===== config.mk =====
export PLATFORM = sky130hd
export DESIGN_NAME = dcache_mem_responder
export DESIGN_NICKNAME = d
export VERILOG_FILES = /design/src/rtl/dcache_mem_pkg.sv /design/src/rtl/dcache_mem_req_fifo.sv /design/src/rtl/dcache_mem_responder.sv
export SDC_FILE = /design/constraint.sdc
export NUM_CORES = 1
export LEC_CHECK = 0
export ABC_AREA = 1
export BUFFER_PORTS_ARGS = -buffer_cell sky130_fd_sc_hd__buf_2
export CAP_MARGIN = 40
export CELL_PAD_IN_SITES_DETAIL_PLACEMENT = 1
export CELL_PAD_IN_SITES_GLOBAL_PLACEMENT = 1
export CORE_MARGIN = 2
export CORE_UTILIZATION = 30
export DETAILED_ROUTE_END_ITERATION = 10
export PLACE_DENSITY_LB_ADDON = 0.1
export SETUP_SLACK_MARGIN = 0.4
export SKIP_CTS_REPAIR_TIMING = 1
export SLEW_MARGIN = 5
export SYNTH_ARGS = -nofsm -noshare
export SYNTH_HDL_FRONTEND = slang
export SYNTH_HIERARCHICAL = 1
export SYNTH_SLANG_ARGS = --single-unit

===== constraint.sdc =====
create_clock -name clk_i -period 9.2 [get_ports clk_i]
set_input_delay 0.46 -clock clk_i [delete_from_list [all_inputs] [get_ports clk_i]]
set_output_delay 0.46 -clock clk_i [all_outputs]
set_load 0.1 [all_outputs]

===== src/rtl/dcache_mem_pkg.sv =====
// Shared types for the data-cache memory responder: request/response
// bundles, responder FSM states and the SRAM word size.
package dcache_mem_pkg;

    localparam int WORD_BYTES = 8;
    localparam int TID_W      = 2;
    localparam int ADDR_W     = 32;
    localparam int LINE_W     = 128;

    typedef struct packed {
        logic              we;
        logic [TID_W-1:0]  tid;
        logic [ADDR_W-1:0] addr;
        logic [63:0]       wdata;
        logic [7:0]        be;
    } mem_req_t;

    typedef struct packed {
        logic [TID_W-1:0]  tid;
        logic              we;
        logic              err;
        logic [LINE_W-1:0] rdata;
    } mem_rsp_t;

    typedef enum logic [1:0] {
        ST_IDLE   = 2'd0,
        ST_RD_W1  = 2'd1,
        ST_RD_CAP = 2'd2
    } rsp_state_e;

endpackage


===== src/rtl/dcache_mem_req_fifo.sv =====
// Synchronous request FIFO with full/empty flags; push and pop may
// happen in the same cycle. Ports: push_i/din_i, pop_i/dout_o, full_o, empty_o.
module dcache_mem_req_fifo #(
    parameter int WIDTH = 8,
    parameter int DEPTH = 2
) (
    input  logic             clk_i,
    input  logic             rst_i,
    input  logic             push_i,
    input  logic [WIDTH-1:0] din_i,
    input  logic             pop_i,
    output logic [WIDTH-1:0] dout_o,
    output logic             full_o,
    output logic             empty_o
);

    localparam int PW = (DEPTH > 1) ? $clog2(DEPTH) : 1;
    localparam int CW = $clog2(DEPTH + 1);

    logic [WIDTH-1:0] r_mem [DEPTH];
    logic [PW-1:0]    r_wr;
    logic [PW-1:0]    r_rd;
    logic [CW-1:0]    r_cnt;
    logic             w_push;
    logic             w_pop;

    function automatic logic [PW-1:0] inc(input logic [PW-1:0] p);
        return (p == PW'(DEPTH - 1)) ? '0 : p + 1'b1;
    endfunction

    assign full_o  = (r_cnt == CW'(DEPTH));
    assign empty_o = (r_cnt == '0);
    assign w_push  = push_i & ~full_o;
    assign w_pop   = pop_i & ~empty_o;
    assign dout_o  = r_mem[r_rd];

    always_ff @(posedge clk_i) begin
        if (w_push) r_mem[r_wr] <= din_i;
    end

    always_ff @(posedge clk_i or posedge rst_i) begin
        if (rst_i) begin
            r_wr  <= '0;
            r_rd  <= '0;
            r_cnt <= '0;
        end else begin
            if (w_push) r_wr <= inc(r_wr);
            if (w_pop)  r_rd <= inc(r_rd);
            if (w_push & ~w_pop)      r_cnt <= r_cnt + 1'b1;
            else if (~w_push & w_pop) r_cnt <= r_cnt - 1'b1;
        end
    end

endmodule


===== src/rtl/dcache_mem_responder.sv =====
// Memory-side responder: buffers cache requests, services them on a
// 1-cycle-latency 64-bit SRAM and returns one in-order TID-tagged response
// each. Ports: req_* (cache request), rsp_* (response), sram_* (SRAM port).
module dcache_mem_responder
    import dcache_mem_pkg::*;
#(
    parameter int TID_WIDTH   = TID_W,
    parameter int ADDR_WIDTH  = ADDR_W,
    parameter int LINE_WIDTH  = LINE_W,
    parameter int DEPTH_WORDS = 1024,
    parameter int REQ_DEPTH   = 2
) (
    input  logic                           clk_i,
    input  logic                           rst_i,
    input  logic                           req_valid_i,
    output logic                           req_ready_o,
    input  logic                           req_we_i,
    input  logic [TID_WIDTH-1:0]           req_tid_i,
    input  logic [ADDR_WIDTH-1:0]          req_addr_i,
    input  logic [63:0]                    req_wdata_i,
    input  logic [7:0]                     req_be_i,
    output logic                           rsp_valid_o,
    input  logic                           rsp_ready_i,
    output logic [TID_WIDTH-1:0]           rsp_tid_o,
    output logic                           rsp_we_o,
    output logic                           rsp_err_o,
    output logic [LINE_WIDTH-1:0]          rsp_rdata_o,
    output logic                           sram_req_o,
    output logic                           sram_we_o,
    output logic [$clog2(DEPTH_WORDS)-1:0] sram_addr_o,
    output logic [63:0]                    sram_wdata_o,
    output logic [7:0]                     sram_be_o,
    input  logic [63:0]                    sram_rdata_i
);

    localparam int OFS = $clog2(WORD_BYTES);
    localparam int IW  = ADDR_WIDTH - OFS;
    localparam int AW  = $clog2(DEPTH_WORDS);

    mem_req_t      w_in;
    mem_req_t      w_head;
    mem_rsp_t      r_rsp;
    rsp_state_e    r_state;
    rsp_state_e    w_next;
    logic          w_full;
    logic          w_empty;
    logic          w_push;
    logic          w_dispatch;
    logic          w_rsp_free;
    logic          w_err;
    logic          w_ld_imm;
    logic          w_ld_line;
    logic          r_rsp_valid;
    logic [IW-1:0] w_idx;
    logic [IW-1:0] w_last_idx;
    logic [AW-2:0] r_line;
    logic [TID_WIDTH-1:0] r_tid;
    logic [63:0]   r_lo;
    logic          w_unused;

    assign w_in = '{we: req_we_i, tid: req_tid_i, addr: req_addr_i,
                    wdata: req_wdata_i, be: req_be_i};

    assign req_ready_o = ~w_full;
    assign w_push      = req_valid_i & ~w_full;

    dcache_mem_req_fifo #(
        .WIDTH ($bits(mem_req_t)),
        .DEPTH (REQ_DEPTH)
    ) u_fifo (
        .clk_i   (clk_i),
        .rst_i   (rst_i),
        .push_i  (w_push),
        .din_i   (w_in),
        .pop_i   (w_dispatch),
        .dout_o  (w_head),
        .full_o  (w_full),
        .empty_o (w_empty)
    );

    // A read touches the odd word of its line last, so range-check that one.
    assign w_idx      = w_head.addr[ADDR_WIDTH-1:OFS];
    assign w_last_idx = w_head.we ? w_idx : {w_idx[IW-1:1], 1'b1};
    assign w_err      = (w_last_idx >= IW'(DEPTH_WORDS));
    assign w_unused   = ^w_head.addr[OFS-1:0];

    assign w_rsp_free = ~r_rsp_valid | rsp_ready_i;
    assign w_dispatch = ~w_empty & (r_state == ST_IDLE) & w_rsp_free;

    always_ff @(posedge clk_i or posedge rst_i) begin
        if (rst_i) r_state <= ST_IDLE;
        else       r_state <= w_next;
    end

    always_comb begin
        w_next = r_state;
        unique case (r_state)
            ST_IDLE:   if (w_dispatch & ~w_err & ~w_head.we) w_next = ST_RD_W1;
            ST_RD_W1:  w_next = ST_RD_CAP;
            ST_RD_CAP: w_next = ST_IDLE;
            default:   w_next = ST_IDLE;
        endcase
    end

    always_comb begin
        sram_req_o   = 1'b0;
        sram_we_o    = 1'b0;
        sram_addr_o  = '0;
        sram_wdata_o = '0;
        sram_be_o    = '0;
        w_ld_imm     = 1'b0;
        w_ld_line    = 1'b0;
        unique case (r_state)
            ST_IDLE: begin
                if (w_dispatch) begin
                    w_ld_imm = w_err | w_head.we;
                    if (~w_err) begin
                        sram_req_o = 1'b1;
                        sram_we_o  = w_head.we;
                        if (w_head.we) begin
                            sram_addr_o  = w_idx[AW-1:0];
                            sram_wdata_o = w_head.wdata;
                            sram_be_o    = w_head.be;
                        end else begin
                            sram_addr_o = {w_idx[AW-1:1], 1'b0};
                        end
                    end
                end
            end
            ST_RD_W1: begin
                sram_req_o  = 1'b1;
                sram_addr_o = {r_line, 1'b1};
            end
            ST_RD_CAP: w_ld_line = 1'b1;
            default: ;
        endcase
    end

    always_ff @(posedge clk_i or posedge rst_i) begin
        if (rst_i) begin
            r_line <= '0;
            r_tid  <= '0;
            r_lo   <= '0;
        end else begin
            if (w_dispatch) begin
                r_line <= w_idx[AW-1:1];
                r_tid  <= w_head.tid;
            end
            if (r_state == ST_RD_W1) r_lo <= sram_rdata_i;
        end
    end

    // Loads only happen when the register is empty or draining this cycle.
    always_ff @(posedge clk_i or posedge rst_i) begin
        if (rst_i) begin
            r_rsp_valid <= 1'b0;
            r_rsp       <= '0;
        end else if (w_ld_imm) begin
            r_rsp_valid <= 1'b1;
            r_rsp       <= '{tid: w_head.tid, we: w_head.we,
                             err: w_err, rdata: '0};
        end else if (w_ld_line) begin
            r_rsp_valid <= 1'b1;
            r_rsp       <= '{tid: r_tid, we: 1'b0, err: 1'b0,
                             rdata: {sram_rdata_i, r_lo}};
        end else if (r_rsp_valid & rsp_ready_i) begin
            r_rsp_valid <= 1'b0;
        end
    end

    assign rsp_valid_o = r_rsp_valid;
    assign rsp_tid_o   = r_rsp.tid;
    assign rsp_we_o    = r_rsp.we;
    assign rsp_err_o   = r_rsp.err;
    assign rsp_rdata_o = r_rsp.rdata;

endmodule


Yosys cells after proc, flatten, opt, wreduce, memory -nomap -nowiden
Memory sizes are Yosys's and may differ from the RTL's.
Index checks and enable logic that the tools add are counted.

word-level totals
  register bits = 214
  bits in writable memories = 214
  input bits = 175
  output and inout bits = 218
  logic and storage cells = 81
  memories kept = 1

cells by class
  add/subtract/negate cells = 4
  $lt $le $gt $ge = 1
  equal/unequal tests = 4
  mux-type cells = 35
  bitwise operators = 19
  reductions and logical operators = 5

memory list
  name          depth  bits a word  rd ports  clocked after memory_dff  write ports  line                       source
  u_fifo.r_mem  2      107          1         0                         1            dcache_mem_req_fifo.sv:20  logic [WIDTH-1:0] r_mem [DEPTH];

operators with widths
  operator              count
  $mux 132              2
  $mux 64               4
  $mux 8                4
  $ge 29x11->1 const B  1
  $mux 10               2
  $pmux 10 s2           1
  $mux 1                17
  $and 1x1->1           10
  $not 1->1             7
  $mux 2                3
  $eq 2x2->1 const B    2
  $logic_not 2->1       2
  $pmux 2 s2            1
  $reduce_bool 2->1     2
  $reduce_bool 3->1     1
  $add 1x1->1 const B   2
  $add 2x1->2 const B   1
  $eq 2x1->1 const B    1
  $ne 2x1->1 const B    1
  $or 1x1->1            2
  $pmux 1 s2            1
  $sub 2x1->2 const B   1

Depth between registers and ports, before layout
Gate-level depths: netlist of the first run.

  depth after elaboration = 8
  gate-level depth with buffers = 14
  depth with buffers taken out = 11

Cells and area by module
The synthesis of the first run kept the hierarchy.

modules (own cells, without submodules)
  module                times used  cells an instance  area an instance (um^2)
  dcache_mem_responder  1           1107               9694.3
  dcache_mem_req_fifo   1           591                8008.9

Worst setup path after synthesis of the first run
No wires, ideal clock.

  path type = reg2reg
  from = reg u_fifo.r_cnt[1]
  to = mem u_fifo/r_mem[1][0] (netlist name) (enable)
  setup time = 574 ps
  data arrival time = 5213 ps
  data required time = 8626 ps
  path slack = 3413 ps
  cell stages (with the launch flop) = 6
  period minus slack after synthesis = 5787 ps
  path through = dfrtp_1 -> inv_1 -> nor2_1 -> nor2_1 -> o21ai_0 -> nor2_1

between the ends
  cells in the longest elaborated chain, start to end = 6

RTL lines
  what                          line                        source
  from (decl)                   dcache_mem_req_fifo.sv:23   logic [CW-1:0] r_cnt;
  from (signal assigned)        dcache_mem_req_fifo.sv:49   if (w_push & ~w_pop) r_cnt <= r_cnt + 1'b1;
  from (signal assigned)        dcache_mem_req_fifo.sv:50   else if (~w_push & w_pop) r_cnt <= r_cnt - 1'b1;
  $eq 2x2->1                    dcache_mem_req_fifo.sv:31   assign full_o = (r_cnt == CW'(DEPTH));
  via w_full                    dcache_mem_responder.sv:45  logic w_full;
  $not 1->1                     dcache_mem_responder.sv:65  assign w_push = req_valid_i & ~w_full;
  $and 1x1->1                   dcache_mem_responder.sv:65
  via w_push                    dcache_mem_responder.sv:47  logic w_push;
  $and 1x1->1                   dcache_mem_req_fifo.sv:33   assign w_push = push_i & ~full_o;
  $mux 1                        dcache_mem_req_fifo.sv:38   if (w_push) r_mem[r_wr] <= din_i;
  $mux 1 (not written as such)  dcache_mem_req_fifo.sv:38
  to (decl)                     dcache_mem_req_fifo.sv:20

The timed path passes the listed nets, and every way through them passes these cells.

==> results.yml, run 1 <==
power_and_ir_drop:
  leakagePower_nw: 9.91
  power.clock.fraction: 0.338
  irDropWorstVdd_uv: 185
  p_per_area_nw_per_um2: 255
  sw_frac_of_total: 0.333
  pwr-share-comb: 0.231
  seq_power_share: 0.431
  p_int_mw: 3.69
  p_sw_mw: 1.84
critical_path:
  cpMaxStageDelayCell: "dfrtp_4"
  start_kind: "register"
  required_ns: 8.74
  worstPathArrival_ns: 4.11
  r2r_end: "rsp_rdata_o[42]"
  cp-startpoint: "u_fifo/r_rd"
  slowest_delay_ns: 0.72
  rr_worst_depth: 14
  ff2ff_setup_slack_ns: 5.30
  reg2reg_from: "u_fifo/r_rd"
  critPathMaxFanout: 65
  worst-setup-path-type: "register to output pin"
  critPathCaptureType: "output pin"
  path_cells: "inv_4 -> buf_4 -> buf_16 -> nand2_1 -> nand2_1 -> nor2_1 -> nand2_2 -> nor2_4 -> nand3_4 -> nor2_4 -> inv_2 -> buf_4 -> nor2_1 -> buf_2"
timing:
  tightest_slew_ns: 0.832
  whs_ns: 0.0490
  fin_crit_ns: 4.57
  grt_setup_unrepaired: "no"
  fin_skew_ns: 0.0247
  clock.fmax_ghz: 0.219
  setup_tns_ns: 0
  hold_viol: 0
  max_slew_margin: 0.445
  worst_slack_ns: 4.63
  fin_crit_sh: 0.496
  setup_viol: 0
  maxSlewViolCount: 0
cts:
  cts_buffer_depth: 3
  clk_pin_slew_ns: 0.06
  cts.sinks: 422
  clkLatencyLatePin_ns: 0.60
  h-tree-depth: 2
  cts_buffers: 50
  cts_tree: "yes"
  clockRootBuffer: "clkbuf_16"
route:
  dr.pass1.iters: 4
  postRouteAntennaNets: 0
  drt-vias-per-instance: 4.38
  drc: 0
  wirelength_mm: 49.0
  drt_iter0_markers: 627
  num_vias: 12600
  wire_per_inst_um: 17.0
min_path:
  whs_path_depth: 1
  min_from: "req_be_i[3]"
  min_to: "u_fifo/r_mem[0][3]"
  hold_path_class: "primary input to register"
global_routing:
  grt_pass1_vias: 13300
  overflow: 0
  use_met2: 0.276
  grt-busiest-layer: "met2"
  met3_usage: 0.0456
  met1_usage: 0.199
  antenna_found_initial: 19
  grt_max_degree: 86
  grt_use_total: 0.161
  grt_pass1_wl_mm: 76.0
floorplan:
  start_util: 0.303
  core_area_um2: 57700
  fp.dieW_um: 245
  fp-row-count: 88
  dieArea_um2: 60200
  ios: 393
  dieHeight_um: 245
synthesis:
  syn_inst: 1683
  ys_warn_count: 6
  synth_nets: 1859
  syn_area_per_cell_um2: 10.4
  synth.cell_area_um2: 17500
placement:
  gp_congestion: 0.745
  hpwl_mm: 31.7
  dpl_worst_slack_ns: 5.12
  io_buffers: 389
job:
  max_cap_violations: 0
outcome:
  outcome: "complete, no violations"
final_layout:
  fillers: 6598
  syn_to_final_growth_pct: 24.2
  drive_gt1_frac: 0.303
  nets: 2237
[cell usage in the layout, fill, tap and decap left out, drive strengths merged]
master and instances:
buf 413, nor3 2, edfxtp 208, clkbuf 72
clkinvlp 3, dlygate4sd3 1, xnor2 1, dfrtp 214
nand2 810, a21oi 128, bufinv 2, nand3 7
o22ai 7, nor2 93, o21ai 11, nand4 5
nand3b 1, inv 109, clkinv 11, ha 1
diode 11
[worst max-delay path: cells and delay by family (launching register included)]
family        cells  cell delay (ns)
simple gates      8             1.06
flops             1             0.72
buf+inv           6             1.64
[metrics by stage]
stage | std cells | utilization | area (um^2) | power, mW
after floorplan | 1683 | - | 17500 | 3.48
after global placement | 2762 | 0.344 | 19900 | 3.67
after detailed placement | 2773 | 0.349 | 20100 | 3.75
after CTS | 2863 | 0.376 | 21700 | 5.67
after global routing | 2866 | 0.376 | 21700 | 5.88
final | 2875 | 0.376 | 21700 | 5.53
[how the worst max path moves through the flow]
stage,to,slack [ns],cells past startpoint
2_1_floorplan,r_line[0],3.00,1
3_3_place_gp,rsp_rdata_o[114],4.77,12
3_5_place_dp,sram_wdata_o[61],5.12,14
4_1_cts,sram_wdata_o[61],4.44,14
5_1_grt,sram_wdata_o[52],4.25,14
6_report,sram_wdata_o[35],4.63,14
[final cells by class]
class / count / area, um^2 / area share
multi-input cells: 1066 / 4830 / 0.222
clock buffers: 72 / 1370 / 0.0632
flip-flops and latches: 422 / 11600 / 0.534
inverters: 107 / 417 / 0.0192
clock inverters: 18 / 161 / 0.00743
repair buffers: 414 / 2350 / 0.108
diodes: 11 / 27.5 / 0.00127
well taps: 765 / 957 / 0.0441
[state kept, by name, indices dropped and copies added (netlist names)]
signal and flops:
u_fifo/r_mem 208, r_state 2, u_fifo/r_cnt 2, rsp_valid_o 1
rsp_we_o 1, rsp_err_o 1, rsp_rdata_o 128, r_line 9
r_tid 2, rsp_tid_o 2, r_lo 64, u_fifo/r_wr 1
u_fifo/r_rd 1
[per-layer routing]
layer,vias to the layer above,share of wire,routed length (um)
li1,6084,-,-
met1,6155,0.43,21200
met2,261,0.48,23600
met3,68,0.066,3240
met4,16,0.018,876
met5,-,0.0020,99
[power groups by stage]
stage,sequential [mW],clock [mW],combinational (mW)
floorplan,2.48,0,0.995
global placement,2.42,0,1.25
detailed placement,2.42,0,1.32
CTS,2.39,1.95,1.33
global route,2.41,2.02,1.45
finish,2.38,1.87,1.28
Note: power is estimated with default switching activity, not from simulation.
==> run 2, diff against run 1 <==
clock period = 4.2 ns   (was 9.2 ns; I/O delays follow)
==> results.yml, run 2 (synthesized netlist as in run 1, its figures left out) <==
final_layout:
  largest_reg_flops: 208
  top_register: "u_fifo/r_mem"
  drive_gt1_frac: 0.280
  syn_to_final_growth_pct: 34.4
  final_util: 0.407
  layout_commonest_cell: "nand2_1"
  layout_common_cells: "nand2_1, buf_2, dfrtp_1"
  nets: 2409
route:
  drt_iter0_markers: 576
  num_vias: 13300
  wirelength_mm: 50.2
  dr.pass1.iters: 4
  postRouteAntennaNets: 0
  wire_per_inst_um: 16.5
  drt-vias-per-instance: 4.38
  drc: 0
cts:
  clockRootBuffer: "clkbuf_16"
  cts_buffer_depth: 3
  cts_buffers: 51
  clkLatencyLatePin_ns: 0.60
  cts_tree: "yes"
  h-tree-depth: 2
  clk_pin_slew_ns: 0.06
  cts.sinks: 422
global_routing:
  antenna_found_initial: 6
  grt_max_degree: 147
  grt_pass1_wl_mm: 76.2
  grt_pass1_vias: 13200
  grt_use_total: 0.162
  overflow: 0
timing:
  fin_crit_sh: 0.847
  grt_setup_unrepaired: "no"
  setup_viol: 0
  setup_tns_ns: 0
  fin_crit_ns: 3.56
  maxSlewViolCount: 0
  max_slew_margin: 0.346
  whs_ns: -0.0172
  hold_viol: 1
  fin_skew_ns: 0.0322
  clock.fmax_ghz: 0.281
  tightest_slew_ns: 0.981
critical_path:
  cpMaxStageDelayCell: "dfrtp_4"
  reg2reg_from: "u_fifo/r_rd"
  slowest_delay_ns: 0.57
  start_kind: "register"
  critPathMaxFanout: 36
  cp-startpoint: "u_fifo/r_rd"
  critPathCaptureType: "output pin"
  worstPathArrival_ns: 3.35
  required_ns: 3.99
  path_cells: "buf_8 -> nand2_1 -> nand2_1 -> nor2_1 -> nand2_2 -> nor2_4 -> nand3_4 -> nor2_4 -> inv_2 -> buf_12 -> buf_6 -> nor2_1 -> buf_4"
  worst-setup-path-type: "register to output pin"
power_and_ir_drop:
  power.clock.fraction: 0.344
  p_sw_mw: 4.08
  pwr-share-comb: 0.237
  p_total_mw: 12.4
  sw_frac_of_total: 0.330
  p_per_area_nw_per_um2: 526
  leakagePower_nw: 10.6
  seq_power_share: 0.419
  p_int_mw: 8.29
  irDropWorstVdd_uv: 336
outcome:
  outcome: "finished with violations"
  violations: "negative hold slack"
job:
  max_cap_violations: 0
floorplan:
  fp-row-count: 88
  dieHeight_um: 245
  start_util: 0.303
  core_area_um2: 57700
  ios: 393
  dieArea_um2: 60200
  fp.dieW_um: 245
min_path:
  hold_path_class: "primary input to register"
  min_from: "rsp_ready_i"
placement:
  hpwl_mm: 31.8
  io_buffers: 389
  gp_congestion: 0.734
==> run 2: routing by layer <==
layer / vias to the layer above / wire (um) / global-route usage
met4: 4 / 986 / 0.0497
met5: - / 27 / 0
met1: 6543 / 22200 / 0.205
met3: 69 / 2480 / 0.0432
li1: 6420 / - / -
met2: 277 / 24500 / 0.270
==> run 2: power by group through the flow <==
stage	clock (mW)	combinational (mW)	sequential, mW
floorplan	0	2.19	5.41
global placement	0	2.85	5.24
detailed placement	0	2.90	5.27
CTS	4.41	2.91	5.19
global route	4.58	3.33	5.24
finish	4.25	2.93	5.18
==> run 2: worst paths after layout <==
| check | to | slack, ns | cells after the start |
|---|---|---|---|
| max | sram_wdata_o[40] | 0.64 | 13 |
| min | rsp_valid_o | -0.02 | 4 |
| max reg2reg | rsp_rdata_o[34] | 1.49 | 11 |
| min reg2reg | r_lo[47] | 0.47 | 2 |
| max in group asynchronous | rsp_rdata_o[70] | 3.01 | 4 |
| min in group asynchronous | u_fifo/r_rd | 0.12 | 3 |
==> run 2: layout make-up <==
| cell class | count | area (um^2) |
|---|---|---|
| diodes | 3 | 7.51 |
| clock buffers | 73 | 1420 |
| clock inverters | 18 | 178 |
| fillers | 6551 | 34200 |
| inverters | 107 | 415 |
| multi-input cells | 1066 | 4830 |
| flip-flops and latches | 422 | 11600 |
| well taps | 765 | 957 |
| repair buffers | 585 | 4090 |
==> run 2: per-stage QoR <==
| step | setup WS [ns] | cells | area (um^2) |
|---|---|---|---|
| 6_report | 0.642 | 3039 | 23500 |
| 5_1_grt | 0.414 | 3039 | 23500 |
| 4_1_cts | 0.257 | 2867 | 21700 |
| 3_5_place_dp | 0.950 | 2776 | 20100 |
| 3_3_place_gp | 0.786 | 2771 | 20000 |
| 2_1_floorplan | 0.518 | 1683 | 17500 |
==> run 2: worst max-delay path: cells and delay by family (launching register included) <==
kind / cells / cell delay (ns)
buffers and inverters: 5 / 1.05
flip-flops: 1 / 0.57
AND/OR/NAND/NOR: 8 / 1.05
==> run 3, diff against run 2 <==
clock period = 3.6 ns   (was 4.2 ns; I/O delays follow)
==> results.yml, run 3 (synthesized netlist as in run 1, its figures left out) <==
critical_path:
  r2r_end: "rsp_rdata_o[124]"
  reg2reg_from: "u_fifo/r_rd"
  critPathCaptureType: "output pin"
  crit_top_cell: "nand2_1"
  rr_worst_depth: 12
  slowest_delay_ns: 0.56
  worst-setup-path-type: "register to output pin"
  path_cells: "buf_4 -> nand2_1 -> nand2_1 -> nor2_1 -> nand2_1 -> nor2_4 -> nand3_4 -> nor2_4 -> inv_6 -> buf_12 -> nor2_1 -> buf_6"
  worstPathArrival_ns: 2.93
  path_delay_family: "simple AND/OR/NAND/NOR gates"
  required_ns: 3.42
  critPathMaxFanout: 37
  cp_num_buf_inv: 4
  cpMaxStageDelayCell: "dfrtp_4"
  ff2ff_setup_slack_ns: 1.04
  start_kind: "register"
cts:
  cts.sinks: 422
  cts_buffer_depth: 3
  clkLatencyLatePin_ns: 0.59
  h-tree-depth: 2
  clockRootBuffer: "clkbuf_16"
  cts_tree: "yes"
  clk_pin_slew_ns: 0.06
  cts_buffers: 49
route:
  drt-vias-per-instance: 4.32
  drc: 0
  dr.pass1.iters: 4
  postRouteAntennaNets: 0
  num_vias: 13200
  wirelength_mm: 49.9
  wire_per_inst_um: 16.4
  drt_iter0_markers: 557
placement:
  hpwl_mm: 31.5
  dpl_cell_area_um2: 20200
  gp_congestion: 0.738
  io_buffers: 389
  dpl_worst_slack_ns: 0.481
timing:
  setup_viol: 0
  hold_viol: 0
  max_slew_margin: 0.527
  worst_slack_ns: 0.493
  fin_crit_sh: 0.863
  fin_skew_ns: 0.0248
  fin_crit_ns: 3.11
  whs_ns: 0.0822
  maxSlewViolCount: 0
  clock.fmax_ghz: 0.322
  tightest_slew_ns: 0.710
  grt_setup_unrepaired: "yes"
global_routing:
  grt_pass1_vias: 13400
  grt_max_degree: 131
  grt_use_total: 0.161
  grt_pass1_wl_mm: 76.0
  antenna_found_initial: 4
  overflow: 0
floorplan:
  core_area_um2: 57700
  dieHeight_um: 245
  fp.dieW_um: 245
  fp-row-count: 88
  start_util: 0.303
  dieArea_um2: 60200
  ios: 393
final_layout:
  drive_gt1_frac: 0.296
  regArea_um2: 11600
  nets: 2414
  layout_common_cells: "nand2_1, buf_2, dfrtp_1"
  syn_to_final_growth_pct: 36.7
  largest_reg_flops: 208
  layout_commonest_cell: "nand2_1"
  multi_input_area_um2: 4900
  top_register: "u_fifo/r_mem"
  final_area_um2: 23900
  fillers: 6576
power_and_ir_drop:
  power.clock.fraction: 0.341
  seq_power_share: 0.414
  irDropWorstVdd_uv: 535
  p_per_area_nw_per_um2: 611
  p_int_mw: 9.83
  leakagePower_nw: 10.7
  pwr-share-comb: 0.245
  sw_frac_of_total: 0.327
  p_total_mw: 14.6
  p_sw_mw: 4.79
job:
  max_cap_violations: 0
min_path:
  hold_path_class: "primary input to async pin"
outcome:
  outcome: "complete, no violations"
[run 3: layer usage]
metal	track usage	vias to the layer above	wire (um)
li1	-	6434	-
met1	0.195	6393	21200
met2	0.275	264	24900
met3	0.0503	62	2770
met4	0.0446	2	942
met5	0	-	11
[run 3: how the worst max path moves through the flow]
stage | startpoint | to | slack, ns | cells past startpoint
6_report | u_fifo/r_rd | sram_be_o[3] | 0.49 | 12
5_1_grt | u_fifo/r_rd | sram_wdata_o[9] | 0.33 | 12
4_1_cts | u_fifo/r_rd | sram_be_o[0] | -0.19 | 12
3_5_place_dp | u_fifo/r_rd | sram_be_o[0] | 0.48 | 12
3_3_place_gp | u_fifo/r_rd | sram_be_o[7] | 0.53 | 12
2_1_floorplan | rsp_valid_o | sram_be_o[0] | -0.05 | 8
[run 3: layout make-up]
| class | instances | area share |
|---|---|---|
| Timing Repair Buffer | 592 | 0.184 |
| Inverter | 107 | 0.0179 |
| Sequential cell | 422 | 0.485 |
| Tap cell | 765 | 0.0400 |
| Antenna cell | 3 | 0.000314 |
| Clock buffer | 73 | 0.0580 |
| Clock inverter | 14 | 0.00916 |
| Multi-Input combinational cell | 1066 | 0.205 |
[run 3: worst reg2reg max path: cells and delay by family, from the launching register on]
| family | cells | cell delay (ns) |
|---|---|---|
| AO/OA/AOI/OAI | 1 | 0.16 |
| buffers and inverters | 3 | 0.71 |
| AND/OR/NAND/NOR | 8 | 1.02 |
| flip-flops | 1 | 0.56 |
[run 3: power groups by stage]
stage / Sequential, mW / Combinational, mW / Clock (mW)
after global placement: 6.14 / 3.45 / 0
after floorplan: 6.30 / 2.58 / 0
after global routing: 6.12 / 4.07 / 5.35
after CTS: 6.07 / 3.48 / 5.17
after detailed placement: 6.16 / 3.47 / 0
final: 6.05 / 3.58 / 4.99
[run 3: stage by stage]
stage	utilization	TNS, ns	std cells
2_1_floorplan	-	-1.81	1683
3_3_place_gp	0.350	0	2777
3_5_place_dp	0.350	0	2778
4_1_cts	0.378	-7.78	2865
5_1_grt	0.414	0	3042
6_report	0.414	0	3042
